### config.mk
export PLATFORM = sky130hd
export DESIGN_NAME = mul_seq_ctrl
export DESIGN_NICKNAME = d
export VERILOG_FILES = /design/src/rtl/mul_seq_ctrl.sv
export SDC_FILE = /design/constraint.sdc
export NUM_CORES = 1
export LEC_CHECK = 0
export CAP_MARGIN = 0
export CORE_UTILIZATION = 55
export CTS_CLUSTER_SIZE = 24
export DETAILED_ROUTE_END_ITERATION = 7
export GPL_TIMING_DRIVEN = 0
export PLACE_DENSITY = 0.75
export SLEW_MARGIN = 20
export SYNTH_ARGS = -nofsm -noshare
export SYNTH_HDL_FRONTEND = slang
export SYNTH_SLANG_ARGS = --single-unit
### constraint.sdc
create_clock -name clk -period 14.5 [get_ports clk]
set_input_delay 2.175 -clock clk [delete_from_list [all_inputs] [get_ports clk]]
set_output_delay 2.175 -clock clk [all_outputs]
set_load 0.02 [all_outputs]
### src/rtl/mul_seq_ctrl.sv
// Sequenced signed 32x32 -> 64-bit multiplier controller.
// The partial-product rows are accumulated ROWS_PER_CYCLE at a time into a
// 64-bit accumulator instead of being summed in one combinational tree.
// Rows 0..30 are the sign-extended multiplicand shifted by the row index and
// gated by the matching multiplier bit. Row 31 carries the negative weight
// of the multiplier sign bit, so it is subtracted.
// Valid/ready handshakes sit on both the operand side and the result side.
module mul_seq_ctrl #(
  parameter int ROWS_PER_CYCLE = 4
) (
  input  logic        clk,
  input  logic        rst,
  input  logic        in_valid,
  output logic        in_ready,
  input  logic [31:0] a,
  input  logic [31:0] b,
  output logic        out_valid,
  input  logic        out_ready,
  output logic [63:0] p,
  output logic        busy
);

  localparam int NUM_STEPS = 32 / ROWS_PER_CYCLE;
  localparam logic [5:0] LAST_STEP = 6'(NUM_STEPS - 1);

  if (!(ROWS_PER_CYCLE == 1 || ROWS_PER_CYCLE == 2 || ROWS_PER_CYCLE == 4 ||
        ROWS_PER_CYCLE == 8 || ROWS_PER_CYCLE == 16 || ROWS_PER_CYCLE == 32)) begin : g_bad_rows
    $error("mul_seq_ctrl: ROWS_PER_CYCLE must be 1, 2, 4, 8, 16 or 32");
  end

  typedef enum logic [1:0] {
    IDLE  = 2'd0,
    ACCUM = 2'd1,
    DONE  = 2'd2
  } state_t;

  state_t      state;
  state_t      state_next;
  logic [31:0] a_reg;
  logic [31:0] b_reg;
  logic [63:0] a_ext;
  logic [63:0] acc;
  logic [63:0] acc_next;
  logic [63:0] row_sum;
  logic [5:0]  step;
  logic        last_step;

  // One partial-product row; the sign-bit row has negative weight.
  function automatic logic [63:0] row_term(input logic [63:0] mcand,
                                           input logic [31:0] mult,
                                           input logic [4:0]  k);
    logic [63:0] shifted;
    shifted = mcand << k;
    if (!mult[k]) begin
      return 64'd0;
    end
    if (k == 5'd31) begin
      return -shifted;
    end
    return shifted;
  endfunction

  assign a_ext     = {{32{a_reg[31]}}, a_reg};
  assign last_step = (step == LAST_STEP);
  assign acc_next  = acc + row_sum;

  // Sum of the rows handled in the current step.
  always_comb begin
    row_sum = '0;
    for (int j = 0; j < ROWS_PER_CYCLE; j++) begin
      row_sum = row_sum + row_term(a_ext, b_reg, 5'(int'(step) * ROWS_PER_CYCLE + j));
    end
  end

  // State register; reset discards any operation in flight.
  always_ff @(posedge clk) begin
    if (rst) begin
      state <= IDLE;
    end else begin
      state <= state_next;
    end
  end

  // Next-state decision from the handshakes and the step counter.
  always_comb begin
    state_next = state;
    case (state)
      IDLE:    if (in_valid)  state_next = ACCUM;
      ACCUM:   if (last_step) state_next = DONE;
      DONE:    if (out_ready) state_next = IDLE;
      default: state_next = IDLE;
    endcase
  end

  // Handshake and status outputs follow directly from the state.
  always_comb begin
    in_ready  = (state == IDLE);
    out_valid = (state == DONE);
    busy      = (state != IDLE);
  end

  // Operand latch, accumulator, step counter and product register.
  always_ff @(posedge clk) begin
    if (rst) begin
      a_reg <= '0;
      b_reg <= '0;
      acc   <= '0;
      step  <= '0;
      p     <= '0;
    end else begin
      case (state)
        IDLE: begin
          if (in_valid) begin
            a_reg <= a;
            b_reg <= b;
            acc   <= '0;
            step  <= '0;
          end
        end
        ACCUM: begin
          acc  <= acc_next;
          step <= step + 6'd1;
          if (last_step) begin
            p <= acc_next;
          end
        end
        default: begin
        end
      endcase
    end
  end

endmodule

==> summary by stage <==
Outcome
The flow ran to the end, and the final reports show no timing, DRC or antenna violations.

Global route
Entering global routing, the biggest net connects 22 pins. The total grt overflow is 0. The first global-routing pass estimated 115 mm of wire. The number of global-route vias before repair is 20200. Global routing consumed, over all layers together, 40.5% of the routing resources. The initial antenna violation count was 4.

Yosys
Yosys printed 0 warnings. The flip-flop and latch count after synthesis is 200. The count of unique library cells instantiated by Yosys is 85. The fraction of synthesis flops using an asynchronous set or reset pin is 0%. After synthesis, flip-flops and latches occupy 19.7% of the total area.

The gate count of the mapped netlist is 2653. The synthesized netlist net count is 2970. Counting flops with a built-in enable in the synthesized netlist gives 0. After synthesis the cells add up to 0.0203 mm².

Among all flip-flop cells after synthesis, the most frequent one is sky130_fd_sc_hd__dfxtp_1. A synthesized cell averages 7.66 µm².

STA
For the pin with the worst max-slew slack, the measured transition is 1230 ps. The clock tree skew after final layout is 14.8 ps. Setup repair after global routing left no endpoint under its margin. The post-route minimum period is 9780 ps.

Derived from the worst setup path, the maximum achievable clock frequency is 0.102 GHz. The number of slew-limit violations in the final report came to 0. The worst path uses 67.4% of the clock period. The normalized max-slew margin is 18.2%. The number of hold violations in the final report is 0. The total negative slack for setup checks is 0 ps. Setup violations remaining at the end of the flow were counted as 0.

Floorplan
The full die area is 0.0377 mm². For this configuration, the core starts out at a cell density of 55.7%. The boundary pin count is 135. The die is 194 µm wide. After floorplanning, the core was divided into 70 placement rows. The die is 194 µm tall. The placeable core area is 0.0364 mm².

CTS
Once the clock tree was built, the setup fixing pass inserted 0 buffers. Once the clock tree was built, the resizer swapped 0 gates to a different size. The maximum clock insertion buffer count is 2. TritonCTS built the clock tree. The clock root buffer is sky130_fd_sc_hd__clkbuf_16.

The number of buffers created by CTS is 17. Buffers inserted to repair hold after CTS numbered 0. The H-tree generated during clock tree synthesis spans 4 levels. The clock drives 200 sinks. Clock-pin slew was measured on the worst setup and hold paths at 90 ps. The insertion delay to the later sink of the worst-skew pair is 480 ps.

Detailed routing
The post-detailed-route via-to-cell ratio is 6.08. The post-detailed-route wirelength per cell is 23.0 µm. The detailed router's first-iteration violation count is 2056.

The number of nets with antenna violations after routing is 0. After detailed routing, the total wire length is 75.5 mm. The number of detailed-route iterations in the first pass is 8. The count of unresolved DRC violations after routing is 0. The total via count after detailed routing is 20000.

Place
Once placement finished, the instance area stood at 0.0222 mm². The number of buffers inserted by port buffering is 134. At the end of routability-driven placement, the weighted congestion stood at 1.01.

The wire-length estimate of the detail-placed layout is 60.2 mm.

Cells and area
The area growth from synthesis to layout is 12.6%. Leaving out fill and tap cells, the most frequent cells in the layout are sky130_fd_sc_hd__nand2_1, sky130_fd_sc_hd__inv_1, sky130_fd_sc_hd__a21oi_1, sky130_fd_sc_hd__dfxtp_1, sky130_fd_sc_hd__fa_1. The core utilization of the finished layout is 62.7%. The library cell used most frequently in the layout, excluding fill and tap cells, is sky130_fd_sc_hd__nand2_1. In the final layout, the registers with the most flip-flops are acc x64, p x64. In the final layout, the share of cells above drive strength 1 is 4.54%.

The count of nets after finishing is 3123. After filler insertion, the fill cell instance count of the layout stands at 3282. The final standard cell area without fillers is 0.0229 mm².

Critical path
The classification of the worst setup path is flip-flop to flip-flop. Of all nets on the critical path, the largest fanout is 10. The required time of the critical path is 14900 ps. The arrival time reported for the critical path endpoint is 10180 ps. STA classifies the critical path startpoint as a flip-flop. The kind of end point of the critical path is a flip-flop.

Worst hold path
The tightest min-delay check is of the flip-flop to flip-flop type.

Power and ir drop
The cell leakage power is 9.26 nW. IR analysis of the VDD net gives a maximum drop of 0.0876 mV. Dividing total power by cell area gives a power density of 65.7 mW/mm².

Run
The max-capacitance violation count is 0.
## report_power, final
part / switching (W) / internal, W
Clock: 0.000276 / 0.000234
Sequential: 0.0000187 / 0.000565
Combinational: 0.000273 / 0.000135
Total: 0.000567 / 0.000934
## logic make-up after synthesis
group	Yosys count	synth area share [%]
adder cells (fa/ha/maj)	249	22.1
flip-flops	200	19.7
multiplexers	79	5.27
AND/OR/NAND/NOR	941	21.2
buffers and inverters	497	9.52
AO/OA/AOI/OAI	583	17.6
XOR/XNOR	104	4.56
## final timing paths
check	from	end	slack [ps]	cells after the start
worst max-delay path	step[1]	p[59]	4720	25
worst min-delay path	p[1]	p[1]	460	2
worst max register to register	step[1]	p[59]	4720	25
worst min register to register	p[1]	p[1]	460	2
## cell type report
class                           instances  area (µm²)  share of cell area [%]
Buffer                                166         697                    3.05
Clock inverter                         15         181                   0.794
Inverter                              331        1240                    5.43
Sequential cell                       200        4000                    17.5
Multi-Input combinational cell       1956       14400                    62.9
Timing Repair Buffer                  134        1340                    5.87
Antenna cell                            2        5.00                  0.0219
Clock buffer                           17         425                    1.86
Tap cell                              468         586                    2.56
## Yosys cell counts, drive strengths merged, types with 5 or more instances
cell type / count / share of area, %
or3: 16 / 0.52
fa: 184 / 18
nand2b: 31 / 0.95
dfxtp: 200 / 20
nand3: 77 / 1.9
a32o: 7 / 0.34
and2: 33 / 1.0
nand3b: 15 / 0.55
buf: 44 / 1.1
o21a: 12 / 0.44
nand2: 467 / 8.6
a21oi: 262 / 6.5
or4: 9 / 0.33
xnor2: 46 / 2.0
nand4: 29 / 0.92
a211o: 6 / 0.26
a21boi: 5 / 0.18
and3: 23 / 0.71
o22ai: 9 / 0.28
o21ai: 108 / 2.7
xor2: 57 / 2.5
a221oi: 5 / 0.25
nor3: 30 / 0.79
a211oi: 14 / 0.52
a2bb2oi: 5 / 0.22
mux2i: 47 / 2.3
nor4: 9 / 0.31
mux4: 21 / 2.3
mux2: 11 / 0.63
nor2b: 15 / 0.46
inv: 331 / 6.1
a21o: 34 / 1.3
clkbuf: 122 / 2.3
or2: 14 / 0.43
o31ai: 20 / 0.84
o211ai: 9 / 0.33
nor2: 155 / 2.9
a31oi: 22 / 0.68
and4b: 5 / 0.25
o21bai: 14 / 0.52
a22o: 9 / 0.39
a221o: 5 / 0.25
ha: 65 / 4.0
## metal layers
metal | part of all wire, % | GRT usage, %
met1 | 38 | 48.1
met2 | 47 | 66.9
met3 | 9.0 | 9.62
met4 | 6.2 | 24.1
met5 | 0.040 | 0
## critical path, stage by stage (launching register included)
cell	delay (ps)
sky130_fd_sc_hd__dfxtp_1	340
sky130_fd_sc_hd__buf_4	190
sky130_fd_sc_hd__buf_6	200
sky130_fd_sc_hd__buf_2	350
sky130_fd_sc_hd__buf_2	340
sky130_fd_sc_hd__buf_2	290
sky130_fd_sc_hd__buf_1	590
sky130_fd_sc_hd__mux4_2	530
sky130_fd_sc_hd__nand2_1	130
sky130_fd_sc_hd__and2_1	140
sky130_fd_sc_hd__clkbuf_1	520
sky130_fd_sc_hd__clkbuf_1	410
sky130_fd_sc_hd__nor2_1	110
sky130_fd_sc_hd__fa_1	470
sky130_fd_sc_hd__fa_1	430
sky130_fd_sc_hd__ha_1	280
sky130_fd_sc_hd__clkbuf_1	340
sky130_fd_sc_hd__nand2_1	90
sky130_fd_sc_hd__o21ai_0	480
sky130_fd_sc_hd__o2111ai_1	450
sky130_fd_sc_hd__a2111oi_1	1000
sky130_fd_sc_hd__o21ai_0	520
sky130_fd_sc_hd__a21oi_1	700
sky130_fd_sc_hd__nor2_1	200
sky130_fd_sc_hd__or4_1	430
sky130_fd_sc_hd__a31oi_1	130
## metrics by stage
stage	power, W	hold slack [ps]	setup WS (ps)	instances
floorplan	0.000853	433	7830	2653
global placement	0.000985	440	4950	3255
detailed placement	0.000990	446	4890	3255
CTS	0.00149	458	4840	3287
global route	0.00156	476	4500	3289
finish	0.00150	456	4720	3289
(Power assumes the default switching activity.)
